--- src/rtl/ub_dequant_reader_if.sv ---
// ub_dequant_reader_if: bundles the unified-buffer read port and the
// dequantized output stream (valid/ready, data, last) of ub_dequant_reader.
// master = the reader block, slave = UB memory + downstream consumer side.
interface ub_dequant_reader_if #(
    parameter int ADDR_W = 10
) ();
    logic              ub_rd_en;
    logic [ADDR_W-1:0] ub_rd_addr;
    logic [7:0]        ub_rd_data;
    logic              valid_out;
    logic              ready_in;
    logic [31:0]       data_out;
    logic              last_out;

    modport master (
        output ub_rd_en,
        output ub_rd_addr,
        input  ub_rd_data,
        output valid_out,
        input  ready_in,
        output data_out,
        output last_out
    );

    modport slave (
        input  ub_rd_en,
        input  ub_rd_addr,
        output ub_rd_data,
        input  valid_out,
        output ready_in,
        input  data_out,
        input  last_out
    );
endinterface

--- src/rtl/ub_dequant_reader.sv ---
// ub_dequant_reader: reads `length` int8 elements from the unified buffer,
// dequantizes each as round((q - zp) * S / 256) with S in signed Q8.8, and
// streams 32-bit signed results through a show-ahead FIFO. Reads are
// credit-limited to FIFO_DEPTH outstanding elements so the FIFO never
// overflows. Optional feature macro: UB_READ_STRIDE_EN (adds rd_stride,
// the per-read address increment; otherwise the stride is 1).
module ub_dequant_reader #(
    parameter int ADDR_W     = 10,
    parameter int LEN_W      = 11,
    parameter int FIFO_DEPTH = 8
) (
    input  logic              clk,
    input  logic              reset,
    input  logic              start,
    input  logic [ADDR_W-1:0] base_addr,
    input  logic [LEN_W-1:0]  length,
    input  logic [15:0]       dq_scale,
    input  logic [7:0]        dq_zero_point,
`ifdef UB_READ_STRIDE_EN
    input  logic [ADDR_W-1:0] rd_stride,
`endif
    output logic              busy,
    output logic              done,
    ub_dequant_reader_if.master bus
);

    localparam int PW = $clog2(FIFO_DEPTH);
    localparam int CW = PW + 1;

    localparam logic [1:0] ST_IDLE  = 2'd0;
    localparam logic [1:0] ST_READ  = 2'd1;
    localparam logic [1:0] ST_DRAIN = 2'd2;

    // control state
    logic [1:0]        r_state;
    logic [ADDR_W-1:0] r_addr;
    logic [LEN_W-1:0]  r_remaining;
    logic [15:0]       r_scale;
    logic [7:0]        r_zp;
    logic [CW-1:0]     r_credits;
    logic              r_rd_en;
    logic              r_busy;
    logic              r_done;

    // datapath pipeline
    logic              r_v1;
    logic              r_last1;
    logic [8:0]        r_d;
    logic              r_vd;
    logic              r_lastd;
    logic [24:0]       r_p;
    logic              r_vp;
    logic              r_lastp;

    // output FIFO: {last, data}
    logic [32:0]       r_fifo_mem [FIFO_DEPTH];
    logic [PW-1:0]     r_wptr;
    logic [PW-1:0]     r_rptr;
    logic [CW-1:0]     r_count;

    logic [1:0]        w_state_nxt;
    logic [CW-1:0]     w_credits_nxt;
    logic              w_done_nxt;
    logic              w_rd_en_nxt;
    logic              w_accept;
    logic              w_issue;
    logic              w_pop;
    logic              w_push;
    logic              w_drained;
    logic [ADDR_W-1:0] w_stride;
    logic [8:0]        w_d;
    logic [24:0]       w_d_ext;
    logic [24:0]       w_s_ext;
    logic [24:0]       w_p;
    logic [24:0]       w_rnd;
    logic [31:0]       w_result;
    logic              w_valid;

`ifdef UB_READ_STRIDE_EN
    logic [ADDR_W-1:0] r_stride;
    assign w_stride = r_stride;
`else
    assign w_stride = ADDR_W'(1);
`endif

    assign w_accept  = (r_state == ST_IDLE) && start && (length != LEN_W'(0));
    assign w_issue   = r_rd_en;
    assign w_valid   = (r_count != CW'(0));
    assign w_pop     = w_valid && bus.ready_in;
    assign w_push    = r_vp;
    assign w_drained = !r_v1 && !r_vd && !r_vp && (r_count == CW'(0)) && (r_credits == CW'(0));

    // next-state, done and credit computation; ub_rd_en is precomputed one cycle ahead
    always_comb begin
        w_state_nxt = r_state;
        w_done_nxt  = 1'b0;
        case (r_state)
            ST_IDLE: begin
                if (start) begin
                    if (length != LEN_W'(0)) begin
                        w_state_nxt = ST_READ;
                    end else begin
                        w_done_nxt = 1'b1;
                    end
                end else begin
                    w_state_nxt = ST_IDLE;
                end
            end
            ST_READ: begin
                if (w_issue && (r_remaining == LEN_W'(1))) begin
                    w_state_nxt = ST_DRAIN;
                end else begin
                    w_state_nxt = ST_READ;
                end
            end
            ST_DRAIN: begin
                if (w_drained) begin
                    w_state_nxt = ST_IDLE;
                    w_done_nxt  = 1'b1;
                end else begin
                    w_state_nxt = ST_DRAIN;
                end
            end
            default: begin
                w_state_nxt = ST_IDLE;
            end
        endcase

        case ({w_issue, w_pop})
            2'b10:   w_credits_nxt = r_credits + CW'(1);
            2'b01:   w_credits_nxt = r_credits - CW'(1);
            default: w_credits_nxt = r_credits;
        endcase

        w_rd_en_nxt = (w_state_nxt == ST_READ) && (w_credits_nxt < CW'(FIFO_DEPTH));
    end

    // control registers: FSM, command latch, address/length counters, credits
    always_ff @(posedge clk) begin
        if (reset) begin
            r_state     <= ST_IDLE;
            r_addr      <= '0;
            r_remaining <= '0;
            r_scale     <= 16'd0;
            r_zp        <= 8'd0;
            r_credits   <= '0;
            r_rd_en     <= 1'b0;
            r_busy      <= 1'b0;
            r_done      <= 1'b0;
`ifdef UB_READ_STRIDE_EN
            r_stride    <= '0;
`endif
        end else begin
            r_state   <= w_state_nxt;
            r_credits <= w_credits_nxt;
            r_rd_en   <= w_rd_en_nxt;
            r_busy    <= (w_state_nxt != ST_IDLE);
            r_done    <= w_done_nxt;
            if (w_accept) begin
                r_addr      <= base_addr;
                r_remaining <= length;
                r_scale     <= dq_scale;
                r_zp        <= dq_zero_point;
`ifdef UB_READ_STRIDE_EN
                r_stride    <= rd_stride;
`endif
            end else if (w_issue) begin
                r_addr      <= r_addr + w_stride;
                r_remaining <= r_remaining - LEN_W'(1);
            end else begin
                r_addr      <= r_addr;
                r_remaining <= r_remaining;
            end
        end
    end

    // dequant arithmetic: 9-bit difference, 25-bit product, round-half-up shift
    assign w_d      = {bus.ub_rd_data[7], bus.ub_rd_data} - {r_zp[7], r_zp};
    assign w_d_ext  = {{16{r_d[8]}}, r_d};
    assign w_s_ext  = {{9{r_scale[15]}}, r_scale};
    assign w_p      = w_d_ext * w_s_ext;
    assign w_rnd    = r_p + 25'd128;
    assign w_result = {{15{w_rnd[24]}}, w_rnd[24:8]};

    // three-stage dequant pipeline with valid and last tags
    always_ff @(posedge clk) begin
        if (reset) begin
            r_v1    <= 1'b0;
            r_last1 <= 1'b0;
            r_d     <= 9'd0;
            r_vd    <= 1'b0;
            r_lastd <= 1'b0;
            r_p     <= 25'd0;
            r_vp    <= 1'b0;
            r_lastp <= 1'b0;
        end else begin
            r_v1    <= w_issue;
            r_last1 <= w_issue && (r_remaining == LEN_W'(1));
            r_d     <= w_d;
            r_vd    <= r_v1;
            r_lastd <= r_last1;
            r_p     <= w_p;
            r_vp    <= r_vd;
            r_lastp <= r_lastd;
        end
    end

    // FIFO storage write; contents need no reset since outputs are gated by valid
    always_ff @(posedge clk) begin
        if (w_push) begin
            r_fifo_mem[r_wptr] <= {r_lastp, w_result};
        end else begin
            r_fifo_mem[r_wptr] <= r_fifo_mem[r_wptr];
        end
    end

    // FIFO pointers and occupancy
    always_ff @(posedge clk) begin
        if (reset) begin
            r_wptr  <= '0;
            r_rptr  <= '0;
            r_count <= '0;
        end else begin
            if (w_push) begin
                r_wptr <= r_wptr + PW'(1);
            end else begin
                r_wptr <= r_wptr;
            end
            if (w_pop) begin
                r_rptr <= r_rptr + PW'(1);
            end else begin
                r_rptr <= r_rptr;
            end
            case ({w_push, w_pop})
                2'b10:   r_count <= r_count + CW'(1);
                2'b01:   r_count <= r_count - CW'(1);
                default: r_count <= r_count;
            endcase
        end
    end

    assign busy           = r_busy;
    assign done           = r_done;
    assign bus.ub_rd_en   = r_rd_en;
    assign bus.ub_rd_addr = r_addr;
    assign bus.valid_out  = w_valid;
    assign bus.data_out   = w_valid ? r_fifo_mem[r_rptr][31:0] : 32'd0;
    assign bus.last_out   = w_valid ? r_fifo_mem[r_rptr][32] : 1'b0;

endmodule

--- src/flat_wrapper.sv ---
// flat-port wrapper written by rule: the top's interface ports become plain ports
module ub_dequant_reader_flat 
#(
    parameter int ADDR_W     = 10,
    parameter int LEN_W      = 11,
    parameter int FIFO_DEPTH = 8
)
  (clk, reset, start, base_addr, length, dq_scale, dq_zero_point, busy, done, bus_ub_rd_en, bus_ub_rd_addr, bus_ub_rd_data, bus_valid_out, bus_ready_in, bus_data_out, bus_last_out);
  ub_dequant_reader_if #(.ADDR_W(ADDR_W)) bus_i ();
  input  logic clk;
  input  logic reset;
  input  logic start;
  input  logic [ADDR_W-1:0] base_addr;
  input  logic [LEN_W-1:0] length;
  input  logic [15:0] dq_scale;
  input  logic [7:0] dq_zero_point;
  output logic busy;
  output logic done;
  output wire logic [$bits(bus_i.ub_rd_en)-1:0] bus_ub_rd_en;
  output wire logic [$bits(bus_i.ub_rd_addr)-1:0] bus_ub_rd_addr;
  input wire logic [$bits(bus_i.ub_rd_data)-1:0] bus_ub_rd_data;
  output wire logic [$bits(bus_i.valid_out)-1:0] bus_valid_out;
  input wire logic [$bits(bus_i.ready_in)-1:0] bus_ready_in;
  output wire logic [$bits(bus_i.data_out)-1:0] bus_data_out;
  output wire logic [$bits(bus_i.last_out)-1:0] bus_last_out;
  assign bus_ub_rd_en = bus_i.ub_rd_en;
  assign bus_ub_rd_addr = bus_i.ub_rd_addr;
  assign bus_i.ub_rd_data = bus_ub_rd_data;
  assign bus_valid_out = bus_i.valid_out;
  assign bus_i.ready_in = bus_ready_in;
  assign bus_data_out = bus_i.data_out;
  assign bus_last_out = bus_i.last_out;
  ub_dequant_reader #(.ADDR_W(ADDR_W), .LEN_W(LEN_W), .FIFO_DEPTH(FIFO_DEPTH)) u_core (.clk(clk), .reset(reset), .start(start), .base_addr(base_addr), .length(length), .dq_scale(dq_scale), .dq_zero_point(dq_zero_point), .busy(busy), .done(done), .bus(bus_i));
endmodule
--- config.mk ---
export PLATFORM = sky130hd
export DESIGN_NAME = ub_dequant_reader_flat
export DESIGN_NICKNAME = d
export VERILOG_FILES = /design/src/rtl/ub_dequant_reader_if.sv /design/src/rtl/ub_dequant_reader.sv /design/src/flat_wrapper.sv
export SDC_FILE = /design/constraint.sdc
export NUM_CORES = 1
export LEC_CHECK = 0
export BUFFER_PORTS_ARGS = -buffer_cell sky130_fd_sc_hd__buf_2
export CORE_UTILIZATION = 50
export DETAILED_ROUTE_END_ITERATION = 8
export GPL_TIMING_DRIVEN = 0
export PLACE_DENSITY = 0.83
export SYNTH_ARGS = -nofsm -noshare
export SYNTH_HDL_FRONTEND = slang
export SYNTH_SLANG_ARGS = --single-unit
--- constraint.sdc ---
create_clock -name clk -period 5.4 [get_ports clk]
set_clock_uncertainty 0.15 [all_clocks]
set_input_delay 0 -clock clk [delete_from_list [all_inputs] [get_ports clk]]
set_output_delay 0 -clock clk [all_outputs]
set_load 0.02 [all_outputs]
==> key figures <==
Status
  • Status: complete, no violations

Worst setup path
  • Crit path capture: u_core.r_p[18]$_SDFF_PP0_
  • Largest fanout on the critical path: 10
  • RR Endpoint: u_core.r_p[18]$_SDFF_PP0_
  • Worst EP arrival: 5.59 ns
  • Crit path capture type: flop
  • WP data required: 5.66 ns
  • CP Launch Type: flop
  • Critical Path Start: u_core.r_d[5]$_SDFF_PP0_
  • FF-to-FF path depth: 14
  • R2R setup slack: 0.07 ns
  • FF-to-FF Start: u_core.r_d[5]$_SDFF_PP0_
  • Crit Path Class: reg2reg

Detailed routing
  • Via Count: 10.32k
  • DR pass1 iterations: 5
  • Wire per inst: 17.74 um
  • DRC: 0
  • DRT iter0 DRCs: 738
  • Via/cell ratio: 5.399
  • Final ANT Viol Nets: 0
  • Drt total wl: 33.92 mm

Min path
  • Hold Crit Class: in2reg

Finish
  • Share of post-route cells with drive strength above 1: 18.00%
  • Most frequent cells in the layout: 144 x edfxtp_1, 134 x nand2_1, 122 x inv_1
  • Nets: 1753
  • # diodes: 0
  • Synth-to-layout area growth: 18.89%
  • Finished Layout Cells: 1912
  • Layout Utilization: 61.10%
  • Commonest non-fill, non-tap cell in the layout: edfxtp_1

Logic synthesis
  • Synth Flop Type: edfxtp_1
  • #FFs+latches synth: 244
  • Mapped Cells: 1311
  • Yosys Warn Count: 0
  • Avg Inst Size Synth: 11.37 um^2
  • Number of flops mapped to enable cells by yosys: 144
  • Syn_nets: 1556
  • Synth cell types: 60
  • Seq/Total Area, Yosys: 42.43%
  • Mapped Area: 14910 um^2
  • Ys async rst share: 0%

Clock tree
  • Reg clk slew, reported paths: 0.07 ns
  • Clk sinks: 244
  • Num CTS Buffers: 26
  • H-tree depth: 1
  • Root buf cell: clkbuf_16
  • Longest Clk Path Bufs: 3
  • Worst-Skew Late Latency: 0.56 ns
  • CTS tree: built

Floorplanning
  • Die width: 174.7 um
  • Row Count: 62
  • Core area: 29010 um^2
  • Die Area: 30510 um^2
  • Initial Utilization: 51.39%
  • I/O pin count: 104
  • Die height: 174.7 um

Global routing
  • First-pass GRT wire length: 55.33 mm
  • Antenna violations before repair: 0
  • Total congestion overflow: 0
  • Largest net degree at the start of global routing: 17
  • Gr usage total: 22.83%
  • Vias in the first global route: 11.07k

Placed design
  • GP Congestion: 0.9013
  • Detailed Place HPWL: 24.01 mm
  • I/O Buffers: 102
  • Dpl cells: 1806

Timing
  • Final hold viol count: 0
  • Actual slew at the worst max-slew pin: 1.005 ns
  • Slew Limit Fails: 0
  • FMAX: 187.7 MHz
  • Final worst-path cycle share: 98.67%
  • Hold slack: 0.08476 ns
  • # setup viols final: 0
  • Min cycle time layout: 5.328 ns
  • Max_slew headroom: 32.82%

Flow run
  • Max-cap violations: 0

Power
  • Total power: 0.005224 W
  • Power per Cell Area: 294.7 nW/um^2
  • Peak supply drop: 0.2375 mV
  • Lkg Pwr: 7.454 nW
-- metrics by stage --
stage	TNS (ns)	setup WS, ns	area (um^2)
finish	0	0.07192	17730
global route	-0.01149	-0.01149	17730
CTS	0	0.002125	17680
detailed placement	-2.752	-0.4099	16050
global placement	-1.844	-0.3222	15900
floorplan	0	0.1030	14910
-- final cells by class --
type / instances / area [um^2]
fillers: 2239 / 11290
flip-flops and latches: 244 / 6372
plain buffers: 62 / 376.6
repair buffers: 185 / 1356
inverters: 123 / 461.7
multi-input cells: 866 / 7816
well taps: 384 / 480.5
clock buffers: 31 / 689.4
clock inverters: 17 / 173.9
-- report_power, final --
group          total, W  internal (W)  switching (W)
clock           0.00177       0.00102       0.000755
combinational   0.00120      0.000500       0.000701
sequential      0.00225       0.00214       0.000111
total           0.00522       0.00366        0.00157
-- worst min path at each step --
stage	start	end	slack (ns)	cells past startpoint
2_1_floorplan	dq_zero_point[2]	u_core.r_zp[2]$_SDFFE_PP0P_	-0.01	2
3_3_place_gp	dq_zero_point[2]	u_core.r_zp[2]$_SDFFE_PP0P_	0.09	3
3_5_place_dp	dq_scale[3]	u_core.r_scale[3]$_SDFFE_PP0P_	0.1	3
4_1_cts	dq_scale[13]	u_core.r_scale[13]$_SDFFE_PP0P_	0.07	4
5_1_grt	dq_scale[12]	u_core.r_scale[12]$_SDFFE_PP0P_	0.1	4
6_report	dq_scale[12]	u_core.r_scale[12]$_SDFFE_PP0P_	0.08	4
-- state kept, by name, indices dropped and copies added (netlist names), 3 cells and up, named ones only --
register,flops
u_core.bus.ub_rd_addr,10
u_core.r_remaining,11
u_core.r_wptr,3
u_core.r_count,4
u_core.r_d,9
u_core.r_fifo_mem,144
u_core.r_scale,16
u_core.r_rptr,3
u_core.r_p,18
u_core.r_credits,4
u_core.r_zp,8
-- kinds of logic after synthesis --
kind of cell / Yosys count / synth area share (%)
AO/OA/AOI/OAI: 133 / 5.790
XOR/XNOR: 62 / 3.642
adder cells (fa/ha/maj): 188 / 21.87
buffers and inverters: 201 / 5.580
flip-flops: 244 / 42.43
multiplexers: 61 / 7.149
AND/OR/NAND/NOR: 422 / 13.54
-- critical path, stage by stage, from the launching register on --
cell and delay [ns]:
dfxtp_4 0.37, clkbuf_8 0.16, and2_1 0.17, fa_1 0.57
fa_1 0.45, fa_1 0.52, fa_1 0.48, ha_1 0.31
ha_1 0.35, a2111oi_1 0.36, o21ai_1 0.20, o211a_4 0.30
a21o_1 0.21, a31oi_1 0.20, mux2_2 0.37
-- Yosys cell counts (4+ instances only) --
cell      instances  area share (%)
a211oi_1         25             1.3
a21o_1            9            0.45
a21oi_1          50             1.7
a31oi_1           7            0.29
and2_1           70             2.9
and3_1           12            0.50
and4_1            4            0.23
buf_1             7            0.18
buf_2            11            0.37
buf_4            15            0.76
clkbuf_1         44             1.1
dfxtp_1         100              13
edfxtp_1        144              29
fa_1            121              16
ha_1             67             5.6
inv_1           123             3.1
mux2_2            4            0.30
mux2i_1          21             1.4
mux4_2           36             5.4
nand2_1         134             3.4
nand2b_1         10            0.42
nand3_1          15            0.50
nand4_1           7            0.29
nor2_1          114             2.9
nor2b_1          14            0.59
nor3_1           21            0.70
nor4_1            8            0.34
o21a_1            5            0.25
o21ai_0          15            0.50
or3_1             4            0.17
xnor2_1          38             2.2
xor2_1           24             1.4
-- layer usage --
layer  routed length (um)  up-vias  GRT usage (%)
met1                13790     5072          28.14
met5                    0        -              0
met4                 1181        0          9.457
met2                17170      348          40.18
met3                 1780       79          3.242
li1                     -     4823              -
-- timing repair --
action | in CTS | in global routing
gates resized for setup | 41 | 27
pin swaps | 2 | 7
setup endpoints to repair | 14 | 11
hold buffers | 68 | 0
setup buffers | 2 | 4
endpoints found under the hold margin | 64 | 0
Note: power is estimated with default switching activity, not from simulation.
